`src/rtl/branch_pkg.sv`:
```
// Shared branch definitions: condition codes used by the comparator, decoder and
// redirect controller, plus the redirect FSM state encoding.
package branch_pkg;

  localparam logic [2:0] BR_BEQ  = 3'b000;
  localparam logic [2:0] BR_BNE  = 3'b001;
  localparam logic [2:0] BR_JUMP = 3'b010;
  localparam logic [2:0] BR_BLT  = 3'b100;
  localparam logic [2:0] BR_BGE  = 3'b101;
  localparam logic [2:0] BR_BLTU = 3'b110;
  localparam logic [2:0] BR_BGEU = 3'b111;

  typedef enum logic [1:0] {
    ST_IDLE     = 2'd0,
    ST_REDIRECT = 2'd1,
    ST_HOLD     = 2'd2,
    ST_EXC      = 2'd3
  } redir_state_e;

  // Jumps are unconditional; every other code (including undefined 011) follows the comparator.
  function automatic logic br_is_taken(input logic [2:0] code, input logic cmp_taken);
    return cmp_taken | (code == BR_JUMP);
  endfunction

endpackage

```
`src/rtl/branch_redirect_ctrl_if.sv`:
```
// EX-stage resolution bus into the redirect controller and the PC/flush/exception
// results it returns to the pipeline.
interface branch_redirect_ctrl_if
  import branch_pkg::*;
#(
  parameter int XLEN  = 32,
  parameter int CNT_W = 16
) ();

  // Handshake: a resolution is offered when EX_VALID=1 and PIPE_STALL=0 at a rising
  // edge; IMEM_BUSY=1 is fetch's not-ready, holding PC_SEL/PC_TARGET until it drops.
  logic             EX_VALID;
  logic [3:0]       BRANCH_SEL;
  logic             BRANCH_TAKEN;
  logic [XLEN-1:0]  BRANCH_TARGET;
  logic             PIPE_STALL;
  logic             IMEM_BUSY;

  logic             PC_SEL;
  logic [XLEN-1:0]  PC_TARGET;
  logic             FLUSH_IFID;
  logic             FLUSH_IDEX;
  logic             MISALIGN_EXC;
  logic [XLEN-1:0]  MISALIGN_ADDR;
  logic [CNT_W-1:0] TAKEN_CNT;
  redir_state_e     DBG_STATE;

  modport master (
    output EX_VALID, BRANCH_SEL, BRANCH_TAKEN, BRANCH_TARGET, PIPE_STALL, IMEM_BUSY,
    input  PC_SEL, PC_TARGET, FLUSH_IFID, FLUSH_IDEX, MISALIGN_EXC, MISALIGN_ADDR,
           TAKEN_CNT, DBG_STATE
  );

  modport slave (
    input  EX_VALID, BRANCH_SEL, BRANCH_TAKEN, BRANCH_TARGET, PIPE_STALL, IMEM_BUSY,
    output PC_SEL, PC_TARGET, FLUSH_IFID, FLUSH_IDEX, MISALIGN_EXC, MISALIGN_ADDR,
           TAKEN_CNT, DBG_STATE
  );

endinterface

```
`src/rtl/branch_redirect_ctrl_sat_counter.sv`:
```
// Saturating up-counter with asynchronous active-low clear; sticks at all-ones.
module sat_counter #(
  parameter int WIDTH = 16
) (
  input  logic             CLK,
  input  logic             RESET,
  input  logic             INC,
  output logic [WIDTH-1:0] COUNT
);

  logic [WIDTH-1:0] count_q;
  logic [WIDTH-1:0] count_d;

  always_comb begin
    count_d = count_q;
    if (INC && (count_q != {WIDTH{1'b1}})) begin
      count_d = count_q + WIDTH'(1);
    end
  end

  always_ff @(posedge CLK or negedge RESET) begin
    if (!RESET) begin
      count_q <= '0;
    end else begin
      count_q <= count_d;
    end
  end

  assign COUNT = count_q;

endmodule

```
`src/rtl/branch_redirect_ctrl.sv`:
```
// Post-EX branch redirect sequencer: drives PC redirect, IF/ID and ID/EX flushes,
// misaligned-target exceptions and a saturating taken-transfer count.
module branch_redirect_ctrl
  import branch_pkg::*;
#(
  parameter int XLEN           = 32,
  parameter int CNT_W          = 16,
  parameter int MISALIGN_CHECK = 1
) (
  input  logic                  CLK,
  input  logic                  RESET,
  branch_redirect_ctrl_if.slave bus
);

  localparam logic CHECK_EN = (MISALIGN_CHECK != 0);

  redir_state_e    state_q, state_d;
  logic [XLEN-1:0] pc_target_q, pc_target_d;
  logic [XLEN-1:0] misalign_addr_q, misalign_addr_d;
  logic            pc_sel_q, pc_sel_d;
  logic            flush_ifid_q, flush_ifid_d;
  logic            flush_idex_q, flush_idex_d;
  logic            misalign_exc_q, misalign_exc_d;
  logic            inc_taken;
  logic            res_evt, taken_evt, misalign_evt;
  logic [CNT_W-1:0] taken_cnt;

  assign res_evt      = bus.EX_VALID & bus.BRANCH_SEL[3] & ~bus.PIPE_STALL;
  assign taken_evt    = res_evt & br_is_taken(bus.BRANCH_SEL[2:0], bus.BRANCH_TAKEN);
  assign misalign_evt = taken_evt & CHECK_EN & (bus.BRANCH_TARGET[1:0] != 2'b00);

  always_comb begin
    state_d         = state_q;
    pc_target_d     = pc_target_q;
    misalign_addr_d = misalign_addr_q;
    inc_taken       = 1'b0;
    unique case (state_q)
      ST_IDLE: begin
        if (misalign_evt) begin
          state_d         = ST_EXC;
          misalign_addr_d = bus.BRANCH_TARGET;
        end else if (taken_evt) begin
          state_d     = ST_REDIRECT;
          pc_target_d = bus.BRANCH_TARGET;
          inc_taken   = 1'b1;
        end
      end
      // Outside IDLE the EX instruction is wrong-path and being flushed, so it is ignored.
      ST_REDIRECT: state_d = bus.IMEM_BUSY ? ST_HOLD : ST_IDLE;
      ST_HOLD:     state_d = bus.IMEM_BUSY ? ST_HOLD : ST_IDLE;
      ST_EXC:      state_d = ST_IDLE;
      default:     state_d = ST_IDLE;
    endcase

    // Outputs are decoded from the next state and registered alongside it.
    pc_sel_d       = (state_d == ST_REDIRECT) || (state_d == ST_HOLD);
    flush_ifid_d   = (state_d != ST_IDLE);
    flush_idex_d   = (state_d == ST_REDIRECT) || (state_d == ST_EXC);
    misalign_exc_d = (state_d == ST_EXC);
  end

  always_ff @(posedge CLK or negedge RESET) begin
    if (!RESET) begin
      state_q         <= ST_IDLE;
      pc_target_q     <= '0;
      misalign_addr_q <= '0;
      pc_sel_q        <= 1'b0;
      flush_ifid_q    <= 1'b0;
      flush_idex_q    <= 1'b0;
      misalign_exc_q  <= 1'b0;
    end else begin
      state_q         <= state_d;
      pc_target_q     <= pc_target_d;
      misalign_addr_q <= misalign_addr_d;
      pc_sel_q        <= pc_sel_d;
      flush_ifid_q    <= flush_ifid_d;
      flush_idex_q    <= flush_idex_d;
      misalign_exc_q  <= misalign_exc_d;
    end
  end

  sat_counter #(
    .WIDTH (CNT_W)
  ) u_taken_cnt (
    .CLK   (CLK),
    .RESET (RESET),
    .INC   (inc_taken),
    .COUNT (taken_cnt)
  );

  assign bus.PC_SEL        = pc_sel_q;
  assign bus.PC_TARGET     = pc_target_q;
  assign bus.FLUSH_IFID    = flush_ifid_q;
  assign bus.FLUSH_IDEX    = flush_idex_q;
  assign bus.MISALIGN_EXC  = misalign_exc_q;
  assign bus.MISALIGN_ADDR = misalign_addr_q;
  assign bus.TAKEN_CNT     = taken_cnt;
  assign bus.DBG_STATE     = state_q;

endmodule

```
`src/flat_wrapper.sv`:
```
// flat-port wrapper written by rule: the top's interface ports become plain ports
module branch_redirect_ctrl_flat import branch_pkg::*;
#(
  parameter int XLEN           = 32,
  parameter int CNT_W          = 16,
  parameter int MISALIGN_CHECK = 1
)
  (CLK, RESET, bus_EX_VALID, bus_BRANCH_SEL, bus_BRANCH_TAKEN, bus_BRANCH_TARGET, bus_PIPE_STALL, bus_IMEM_BUSY, bus_PC_SEL, bus_PC_TARGET, bus_FLUSH_IFID, bus_FLUSH_IDEX, bus_MISALIGN_EXC, bus_MISALIGN_ADDR, bus_TAKEN_CNT, bus_DBG_STATE);
  branch_redirect_ctrl_if #(.XLEN(XLEN), .CNT_W(CNT_W)) bus_i ();
  input  logic CLK;
  input  logic RESET;
  input wire logic [$bits(bus_i.EX_VALID)-1:0] bus_EX_VALID;
  input wire logic [$bits(bus_i.BRANCH_SEL)-1:0] bus_BRANCH_SEL;
  input wire logic [$bits(bus_i.BRANCH_TAKEN)-1:0] bus_BRANCH_TAKEN;
  input wire logic [$bits(bus_i.BRANCH_TARGET)-1:0] bus_BRANCH_TARGET;
  input wire logic [$bits(bus_i.PIPE_STALL)-1:0] bus_PIPE_STALL;
  input wire logic [$bits(bus_i.IMEM_BUSY)-1:0] bus_IMEM_BUSY;
  output wire logic [$bits(bus_i.PC_SEL)-1:0] bus_PC_SEL;
  output wire logic [$bits(bus_i.PC_TARGET)-1:0] bus_PC_TARGET;
  output wire logic [$bits(bus_i.FLUSH_IFID)-1:0] bus_FLUSH_IFID;
  output wire logic [$bits(bus_i.FLUSH_IDEX)-1:0] bus_FLUSH_IDEX;
  output wire logic [$bits(bus_i.MISALIGN_EXC)-1:0] bus_MISALIGN_EXC;
  output wire logic [$bits(bus_i.MISALIGN_ADDR)-1:0] bus_MISALIGN_ADDR;
  output wire logic [$bits(bus_i.TAKEN_CNT)-1:0] bus_TAKEN_CNT;
  output wire logic [$bits(bus_i.DBG_STATE)-1:0] bus_DBG_STATE;
  assign bus_i.EX_VALID = bus_EX_VALID;
  assign bus_i.BRANCH_SEL = bus_BRANCH_SEL;
  assign bus_i.BRANCH_TAKEN = bus_BRANCH_TAKEN;
  assign bus_i.BRANCH_TARGET = bus_BRANCH_TARGET;
  assign bus_i.PIPE_STALL = bus_PIPE_STALL;
  assign bus_i.IMEM_BUSY = bus_IMEM_BUSY;
  assign bus_PC_SEL = bus_i.PC_SEL;
  assign bus_PC_TARGET = bus_i.PC_TARGET;
  assign bus_FLUSH_IFID = bus_i.FLUSH_IFID;
  assign bus_FLUSH_IDEX = bus_i.FLUSH_IDEX;
  assign bus_MISALIGN_EXC = bus_i.MISALIGN_EXC;
  assign bus_MISALIGN_ADDR = bus_i.MISALIGN_ADDR;
  assign bus_TAKEN_CNT = bus_i.TAKEN_CNT;
  assign bus_DBG_STATE = bus_i.DBG_STATE;
  branch_redirect_ctrl #(.XLEN(XLEN), .CNT_W(CNT_W), .MISALIGN_CHECK(MISALIGN_CHECK)) u_core (.CLK(CLK), .RESET(RESET), .bus(bus_i));
endmodule
```
`config.mk`:
```
export PLATFORM = sky130hd
export DESIGN_NAME = branch_redirect_ctrl_flat
export DESIGN_NICKNAME = d
export VERILOG_FILES = /design/src/rtl/branch_pkg.sv /design/src/rtl/branch_redirect_ctrl_if.sv /design/src/rtl/branch_redirect_ctrl_sat_counter.sv /design/src/rtl/branch_redirect_ctrl.sv /design/src/flat_wrapper.sv
export SDC_FILE = /design/constraint.sdc
export NUM_CORES = 1
export LEC_CHECK = 0
export CAP_MARGIN = 20
export CORE_MARGIN = 10
export CORE_UTILIZATION = 48
export CTS_CLUSTER_DIAMETER = 120
export DETAILED_ROUTE_END_ITERATION = 8
export PLACE_DENSITY = 0.85
export SYNTH_ARGS = -nofsm -noshare
export SYNTH_HDL_FRONTEND = slang
export SYNTH_HIERARCHICAL = 1
export SYNTH_SLANG_ARGS = --single-unit
```
`constraint.sdc`:
```
create_clock -name CLK -period 4.4 [get_ports CLK]
set_clock_uncertainty 0.2 [all_clocks]
set_input_delay 0.44 -clock CLK [delete_from_list [all_inputs] [get_ports CLK]]
set_output_delay 0.44 -clock CLK [all_outputs]
set_load 0.02 [all_outputs]
```
==> results of run 1 <==
==> sequential cells by signal (all words and copies together), names as in the netlist <==
name	cells
u_core/bus.FLUSH_IFID	1
u_core/bus.PC_TARGET	32
u_core/bus.MISALIGN_ADDR	32
u_core/bus.MISALIGN_EXC	1
u_core/u_taken_cnt/COUNT	16
u_core/bus.PC_SEL	1
u_core/bus.DBG_STATE	2
==> worst max-delay path, stage by stage (launching register included) <==
cell       delay [ps]
dfrtp_1           440
inv_1              80
ha_1              390
o2111ai_4         170
inv_2             240
and3_1            280
and4_2            280
o211ai_1           90
o21a_1            120
==> cells by family after synthesis <==
| family | Yosys count | synth area share, % |
|---|---|---|
| buffers and inverters | 13 | 1.84 |
| and+or+nand+nor | 38 | 8.77 |
| xor gates and xnor gates | 7 | 1.73 |
| DFF | 85 | 60.1 |
| adders and majority gates | 4 | 1.41 |
| muxes | 61 | 19.4 |
| AOI/OAI and AO/OA | 30 | 6.69 |
==> routing by layer <==
metal	up-vias	GRT usage [%]	part of all wire, %
met2	91	24.9	49
met4	0	3.48	0.77
met1	1251	19.0	41
li1	1141	-	-
met3	6	7.67	9.4
met5	-	0	0
==> how the worst max path moves through the flow <==
stage,startpoint,end,slack (ps)
floorplan,u_core/bus.DBG_STATE[0],u_core/u_taken_cnt/COUNT[5],2100
global placement,bus_BRANCH_SEL[0],u_core/u_taken_cnt/COUNT[5],1750
detailed placement,bus_BRANCH_SEL[0],u_core/u_taken_cnt/COUNT[5],1670
CTS,u_core/bus.DBG_STATE[0],u_core/u_taken_cnt/COUNT[5],2030
global route,u_core/bus.DBG_STATE[0],u_core/u_taken_cnt/COUNT[14],1830
finish,u_core/bus.DBG_STATE[0],u_core/u_taken_cnt/COUNT[5],2010
==> layout make-up <==
type / count / area (sq um) / share of cell area, %
Sequential cell: 85 / 2130 / 41.3
Clock inverter: 3 / 43.8 / 0.851
Inverter: 4 / 15.0 / 0.292
Multi-Input combinational cell: 140 / 1360 / 26.4
Tap cell: 99 / 124 / 2.41
Clock buffer: 13 / 159 / 3.09
Timing Repair Buffer: 131 / 1320 / 25.7
==> layout by cell type (no fill, tap or decap), drive strengths merged, types with 3 or more instances in the layout <==
cell           instances
a31oi                  3
dfrtp                 85
a21oi                  4
clkdlybuf4s50        126
nand4                 10
inv                    4
o2111ai                3
and4                   3
nand2                  4
o21a                   8
nand3                  6
buf                    4
mux2                  61
nor2                   4
clkbuf                13
xnor2                  5
ha                     4
==> power groups by stage <==
stage / sequential (mW) / combinational [mW] / clock, mW
CTS: 1.18 / 1.27 / 0.570
global route: 1.21 / 1.33 / 0.607
detailed placement: 1.19 / 1.27 / 0
floorplan: 1.50 / 0.258 / 0
global placement: 1.18 / 1.24 / 0
finish: 1.17 / 1.25 / 0.552
==> timing repair <==
| item | in CTS | in global routing |
|---|---|---|
| hold endpoints to repair | 0 | 7 |
| hold buffers | 0 | 1 |
| setup endpoints to repair | 0 | 0 |
==> results.md, run 1 <==
- Outcome: completed
- Initial antenna violation count: 0
- GR Util All Layers: between 10% and 20%
- Area of the core: 7210 sq um
- Least-Margin Pin Slew: around 440 ps
- Yosys reg bits: between 80 and 90
- Slew margin rel.: between 70% and 80%
- Number of I/O port buffers: 127
- PostCTS Resize Cnt: 0
- WHS: approximately 250 ps
- DR iter-0 viols: 33
- Antenna-violating nets left: 0
- Final non-filler cell area: 5150 sq um
- Worst vdd ir: 0.402 mV
- DR vias: between 2000 and 2500
- Chip width: 106 um
- CTS tree: done
- Clk Tree Root Cell: clkbuf_8
- Synth top area share: around three fifths
- Synthesized Nets: 284
- Worst Reg2Reg Path Length in Cells: 8
- Die Y: approximately 110 um
- Placer congestion estimate: about 0.84
- Avg WL per Cell: 18.5 um
- First-pass GRT wire length: 14200 um
- Worst-Skew Late Latency: 340 ps
- Post-synth top cells: dfrtp_1 (85), mux2_1 (46), mux2_2 (15)
- Critical Path AT: 2420 ps
- Fillers: approximately 520
- Setup bufs post-CTS: 0
- Critical path class: flop to flop
- Dpl hpwl: approximately 6600 um
- Post-synth top area cell: dfrtp_1
- Mapped Cells: approximately 240
- Final net count: between 400 and 500
- CTS clk-pin slew, worst paths: ~80 ps
- RR Endpoint: u_core/u_taken_cnt/COUNT[5]
- Power share of the clock group: a little under a fifth
- Sequential share of power: approximately two fifths
- Clock Sinks: between 80 and 90
- Leak: between 2 and 2.5 nW
- Final setup viols: 0
- P&R area growth vs syn: 45.5%
- P_int: approximately 2 mW
- CTS Buffer Depth: 2
- Num ports: 128
- EDFF count, synth: 0
- Finished Layout Cells: approximately 480
- Largest cells by area after synthesis: dfrtp_1 (60%), mux2_1 (15%), mux2_2 (4.8%)
- Share of post-route cells with drive strength above 1: about an eighth
- Residual DRC: 0
- Place WS: between 1500 and 2000 ps
- PD cells: roughly 580 nW/um^2
- Setup TNS: 0 ps
- Vias in the first global route: 2559
- CTS Buf Count: 9
- DRT Wirelength: 8800 um
- DRT Pass-1 Iters: 4
- Startpoint types: flop
- P_sw: ~1 mW
- Worst Hold Class: input port to async pin
- DR vias/cell: ~5.2
- Ys Warns: 6
- Unrepaired setup endpoints after global routing: false
- Post-synthesis cell area: 3540 sq um
- Final core occ: between 70% and 80%
- Logic gate share of total power: a little over two fifths
- Crit Path Max Fanout: 11
- Fmax achieved: between 0.4 and 0.5 GHz
- Top-count cell post-synth: dfrtp_1
- Sequential share of the synthesized area: approximately three fifths
- Max Cap Viol: 0
- Worst Setup Slack, final: about 2000 ps
- RR Startpoint: u_core/bus.DBG_STATE[0]
- Tcrit/Tclk final: around 54%
- Power Total: a little under 3 mW
- CP Capture Type: flop
- Tmin final: between 2000 and 2500 ps
- Row Count: 31
- Remaining Overflow, GRT: 0
- Final Hold Fails: 0
- Largest net degree at the start of global routing: between 80 and 90
- Starting Density: about 50%
- Slew Viols, Final: 0
- Die area: 11200 sq um
- Unique masters post-synth: between 40 and 50
- H-tree depth: 3
- Syn_area_per_cell: approximately 15 sq um
- Sw Ratio: around 34%
- Top_reg_cell synth: dfrtp_1
- WP data required: ~4400 ps
- R2R setup slack: between 2000 and 2500 ps
- Placed cell count: 457
- Post-synth ARST share: between 90% and 100%
- DP Area: roughly 4900 sq um
- ANT cells: 0
No activity file was read; power rests on OpenSTA's default activity.
==> inputs of run 2 (changes only) <==
Settings changed: CORE_UTILIZATION 48 to 40, PLACE_DENSITY 0.85 to 0.76.
Clock period 4.4 ns to 2.01 ns, I/O delays scaled along.
==> results.md, run 2 (synthesized netlist as in run 1, its figures left out) <==
- Worst path cell trace: clkdlybuf4s50_1 > nor3b_4 > o2111ai_4 > inv_8 > buf_4 > and3_4 > and4_4 > o211ai_1 > o21a_1 (was inv_1 > ha_1 > o2111ai_4 > inv_2 > and3_1 > and4_2 > o211ai_1 > o21a_1)
- Number of I/O port buffers: 127 (unchanged)
- Sw Ratio: 32.8% (was 33.6%)
- Fmax achieved: 0.512 GHz
- Num ports: 128 (unchanged)
- Final Hold Fails: 0 (unchanged)
- Die area: 13000 sq um (was 11200 sq um)
- Placer congestion estimate: 0.754 (was 0.837)
- Worst Hold Class: input port to async pin (unchanged)
- Slew margin rel.: 69.9% (was 70.8%)
- Worst vdd ir: 0.749 mV (was 0.402 mV)
- CTS Buffer Depth: 2 (unchanged)
- Leak: 2.46 nW (was 2.29 nW)
- Largest net degree at the start of global routing: 35 (was 86)
- DR iter-0 viols: 111 (was 33)
- Clock Sinks: 85 (unchanged)
- CTS Buf Count: 9 (unchanged)
- Slew Viols, Final: 0 (unchanged)
- GR Util All Layers: 13.9% (was 15.7%)
- Met2 usage: 23.4% (was 24.9%)
- Max Cap Viol: 0 (unchanged)
- PD cells: 1250 nW/um^2 (was 579 nW/um^2)
- Antenna-violating nets left: 0 (unchanged)
- ANT cells: 0 (unchanged)
- Crit Path Max Fanout: 5 (was 11)
- GR Util met1: 15.7% (was 19.0%)
- Dpl hpwl: 6880 um (was 6560 um)
- Area of the core: 8680 sq um (was 7210 sq um)
- Share of post-route cells with drive strength above 1: 21.3% (was 13.0%)
- Power Total: 6.88 mW (was 2.98 mW)
- Residual DRC: 0 (unchanged)
- CP Capture Type: flop (unchanged)
- DR vias/cell: 4.94 (was 5.24)
- Critical path class: input port to flop (was flop to flop)
- Worst-Skew Late Latency: 340 ps (about the same)
- Worst path bufs/invs: 3 (was 2)
- Tmin final: slightly below 2000 ps
- Worst path max stage delay: 440 ps (about the same)
- DRT Wirelength: 9010 um (was 8800 um)
- Initial antenna violation count: 0 (unchanged)
- Clk Tree Root Cell: clkbuf_8 (unchanged)
- Met3 Use GR: 5.72% (was 7.67%)
- P_int: 4.62 mW (was 1.98 mW)
- DRT Pass-1 Iters: 4 (unchanged)
- CTS clk-pin slew, worst paths: 80 ps (about the same)
- Tcrit/Tclk final: 97.2%
- Remaining Overflow, GRT: 0 (unchanged)
- P&R area growth vs syn: 54.9% (was 45.5%)
- Startpoint types: input port (was flop)
- WP data required: 2050 ps (was 4430 ps)
- Final setup viols: 0 (unchanged)
- CP top delay family: simple AND/OR/NAND/NOR gates (unchanged)
- Fillers: 684 (was 523)
- Most frequent cells in the layout: clkdlybuf4s50_1 (125), dfrtp_1 (83), mux2_1 (46) (was clkdlybuf4s50_1 (126), dfrtp_1 (85), mux2_1 (46))
- CTS tree: done (unchanged)
- GR peak layer: met2 (unchanged)
- Die Y: 114 um (was 106 um)
- Sequential share of power: 37.4% (was 39.4%)
- Critical Path AT: 1990 ps (was 2420 ps)
- Placed cell count: 488 (was 457)
- DR vias: 2531 (was 2489)
- Unrepaired setup endpoints after global routing: true (was false)
- P_sw: 2.25 mW (was 1.00 mW)
- Power share of the clock group: 21.3% (was 18.5%)
- H-tree depth: 3 (unchanged)
- Final net count: 445 (was 417)
- First-pass GRT wire length: 14400 um (was 14200 um)
- Vias in the first global route: 2771 (was 2559)
- CP max-delay cell: clkdlybuf4s50_1 (was dfrtp_1)
- Chip width: 114 um (was 106 um)
- Avg WL per Cell: 17.6 um (was 18.5 um)
- Logic gate share of total power: 41.3% (was 42.0%)
- Starting Density: 40.8% (was 49.0%)
- Least-Margin Pin Slew: 450 ps (was 439 ps)
- Finished Layout Cells: 512 (was 475)
- Setup TNS: 0 ps (unchanged)
- Row Count: 34 (was 31)
- Commonest non-fill, non-tap cell in the layout: clkdlybuf4s50_1 (unchanged)
- Outcome: completed (unchanged)
## run 2: cell count changes in the layout (fill, tap and decap cells not counted), sizes merged
cell and delta:
buf +28, bufinv +2, clkbuf -2, clkdlybuf4s50 -1, clkinv -2, clkinvlp +1
dlymetal6s2s +1, inv +1
## run 2: layout make-up
cell class	instances	area, sq um	share of cell area, %
sequential	85	2130	38.9
timing repair buffer	159	1550	28.3
clock buffer	11	141	2.58
tap	108	135	2.47
multi-input combinational	140	1390	25.4
clock inverter	5	106	1.94
inverter	4	22.5	0.411
## run 2: timing repair
item / 4_1_cts / 5_1_grt
hold endpoints to repair: 85 / 0
buffers inserted: 0 / 7
hold buffers: 1 / 0
setup endpoints to repair: 0 / 6
gates resized for setup: 0 / 6
## run 2: path summary, 6_finish.rpt
check,cells past startpoint,startpoint,endpoint,slack [ps]
setup reg to reg,9,u_core/bus.DBG_STATE[1],u_core/u_taken_cnt/COUNT[5],60
min in group CLK,2,bus_BRANCH_TARGET[4],u_core/bus.PC_TARGET[4],270
hold / removal,2,RESET,u_core/bus.PC_TARGET[19],140
max in group asynchronous,3,RESET,u_core/bus.DBG_STATE[0],930
hold reg to reg,1,u_core/bus.PC_TARGET[31],u_core/bus.PC_TARGET[31],290
setup / recovery,9,bus_BRANCH_SEL[2],u_core/u_taken_cnt/COUNT[5],60
## run 2: routing by layer
layer,up-vias,routed length [um],part of all wire [%]
met5,-,0,0
met3,8,734,8.2
met2,79,4510,50
met4,0,107,1.2
met1,1245,3650,41
li1,1199,-,-
## run 2: metrics by stage
step           instance area (sq um)  worst slack [ps]  utilization, %  hold slack (ps)
3_3_place_gp                    5150              -206            59.3            -41.5
4_1_cts                         5410              42.9            62.3              128
3_5_place_dp                    5150              -260            59.3            -39.1
2_1_floorplan                   3590             -68.5               -             -295
5_1_grt                         5480             -43.3            63.1              169
6_report                        5480              55.4            63.1              135
## run 2: power groups by stage
stage	Combinational (mW)	Sequential, mW	Clock [mW]
finish	2.84	2.57	1.47
global route	3.02	2.66	1.57
CTS	2.84	2.58	1.50
detailed placement	2.83	2.62	0
global placement	2.77	2.59	0
floorplan	0.605	3.30	0
==> inputs of run 3 (changes only) <==
Settings changed: PLACE_DENSITY 0.76 to 0.82, SETUP_SLACK_MARGIN from default to 0.2.
==> results.md, run 3 (synthesized netlist as in run 1, its figures left out) <==
- Outcome: completed (unchanged)
- PD cells: 1230 nW/um^2 (was 1250 nW/um^2)
- Final Hold Fails: 0 (unchanged)
- Slew Viols, Final: 0 (unchanged)
- Final net count: 450 (was 445)
- Finished Layout Cells: 517 (was 512)
- Chip width: 114 um (unchanged)
- Residual DRC: 0 (unchanged)
- Die Y: 114 um (unchanged)
- Unrepaired setup endpoints after global routing: true (unchanged)
- Share of post-route cells with drive strength above 1: 27.4% (was 21.3%)
- DR iter-0 viols: 142 (was 111)
- Critical path class: flop to flop (was input port to flop)
- Worst-Skew Late Latency: 340 ps (about the same)
- Clk Tree Root Cell: clkbuf_8 (unchanged)
- Die area: 13000 sq um (unchanged)
- Vias in the first global route: 2904 (was 2771)
- P&R area growth vs syn: 59.6% (was 54.9%)
- DR vias: 2658 (was 2531)
- GR Util All Layers: 14.9% (was 13.9%)
- Critical Path AT: 1960 ps (was 1990 ps)
- DRT Wirelength: 10200 um (was 9010 um)
- Avg WL per Cell: 19.7 um (was 17.6 um)
- Antenna-violating nets left: 0 (unchanged)
- Worst Hold Class: input port to async pin (unchanged)
- Initial antenna violation count: 0 (unchanged)
- Commonest non-fill, non-tap cell in the layout: clkdlybuf4s50_1 (unchanged)
- RR Startpoint: u_core/bus.DBG_STATE[1] (unchanged)
- Worst Setup Slack, final: 67.0 ps (was 55.4 ps)
- Fmax achieved: 0.515 GHz (was 0.512 GHz)
- First-pass GRT wire length: 16000 um (was 14400 um)
- CTS clk-pin slew, worst paths: 90 ps (was 80 ps)
- CP Capture Type: flop (unchanged)
- DP Area: 5230 sq um (was 5150 sq um)
- Starting Density: 40.8% (unchanged)
- Leak: 2.80 nW (was 2.46 nW)
- Area of the core: 8680 sq um (unchanged)
- Largest net degree at the start of global routing: 40 (was 35)
- Worst setup startpoint: u_core/bus.DBG_STATE[1] (was bus_BRANCH_SEL[2])
- Max Cap Viol: 0 (unchanged)
- Final setup viols: 0 (unchanged)
- Number of I/O port buffers: 127 (unchanged)
- Tmin final: 1940 ps (was 1950 ps)
- Row Count: 34 (unchanged)
- CTS Buffer Depth: 2 (unchanged)
- Dpl hpwl: 7050 um (was 6880 um)
- Fillers: 656 (was 684)
- WP data required: 2030 ps (was 2050 ps)
- Clock Sinks: 85 (unchanged)
- Most frequent cells in the layout: clkdlybuf4s50_1 (102), dfrtp_1 (82), mux2_4 (31) (was clkdlybuf4s50_1 (125), dfrtp_1 (83), mux2_1 (46))
- DRT Pass-1 Iters: 4 (unchanged)
- Startpoint types: flop (was input port)
- Final non-filler cell area: 5650 sq um (was 5480 sq um)
- Place WS: -215 ps (was -260 ps)
- Num ports: 128 (unchanged)
- Placed cell count: 484 (was 488)
- CTS Buf Count: 9 (unchanged)
- Worst vdd ir: 0.595 mV (was 0.749 mV)
- DR vias/cell: 5.14 (was 4.94)
- Tcrit/Tclk final: 96.7% (was 97.2%)
- Slew margin rel.: 68.5% (was 69.9%)
- Least-Margin Pin Slew: 472 ps (was 450 ps)
- Remaining Overflow, GRT: 0 (unchanged)
- ANT cells: 0 (unchanged)
- Placer congestion estimate: 0.808 (was 0.754)
- CTS tree: done (unchanged)
- H-tree depth: 3 (unchanged)
- Crit Path Max Fanout: 4 (was 5)
-- run 3: cell count changes in the layout (fill, tap and decap cells not counted), sizes merged --
cell / delta
clkdlybuf4s50: -23
dlygate4sd2: +19
dlymetal6s2s: +4
buf: +3
clkinv: +3
bufinv: -2
clkbuf: +2
inv: -1
-- run 3: routing by layer --
metal	GRT usage (%)	share of wire, %
met1	18.4	43
met2	24.0	48
met3	5.20	7.9
met4	4.76	1.2
met5	0	0
-- run 3: path summary, 6_finish.rpt --
kind,slack (ps),depth (start not counted),end
setup reg to reg,70,8,u_core/u_taken_cnt/COUNT[15]
max in group asynchronous,880,3,u_core/bus.PC_TARGET[25]
min in group CLK,280,2,u_core/bus.PC_TARGET[19]
setup / recovery,70,8,u_core/u_taken_cnt/COUNT[15]
hold reg to reg,290,1,u_core/bus.PC_TARGET[3]
hold / removal,150,2,u_core/bus.PC_TARGET[26]
-- run 3: critical path, cell delays in order, from the launching register on --
cell,delay [ps]
dfrtp_2,420
inv_2,70
ha_4,140
o2111ai_4,150
inv_8,100
nand4_1,140
nor4_4,270
and4b_1,260
a21oi_1,70
-- run 3: what timing repair did --
| item | 4_1_cts | 5_1_grt |
|---|---|---|
| pin swaps | 9 | 6 |
| gates cloned | 0 | 3 |
| hold buffers | 1 | 0 |
| setup buffers | 9 | 4 |
| gates resized for setup | 22 | 22 |
| hold endpoints to repair | 33 | 0 |
| endpoints found under the setup margin | 86 | 83 |
-- run 3: power breakdown --
part	internal, mW	switching [mW]	leakage, nW
Combinational	1.72	1.39	1.61
Clock	0.611	0.596	0.0995
Sequential	2.28	0.337	1.09
Total	4.61	2.32	2.80
-- run 3: final cells by class --
class                   count  area [sq um]  share of cell area (%)
flip-flops and latches     85          2130                    37.7
well taps                 108           135                    2.39
clock inverters             5          60.1                    1.06
multi-input cells         140          1520                    27.0
clock buffers              11           141                    2.50
repair buffers            164          1630                    28.9
inverters                   4          22.5                   0.399
-- run 3: per-stage QoR --
step,power (mW),utilization [%],hold WS (ps),TNS [ps]
6_report,6.93,65.1,150,0
5_1_grt,7.32,65.1,187,0
4_1_cts,6.95,63.3,166,0
3_5_place_dp,5.69,60.2,-8.95,-12510
3_3_place_gp,5.61,60.2,-14.8,-9830
2_1_floorplan,4.13,-,-295,-241
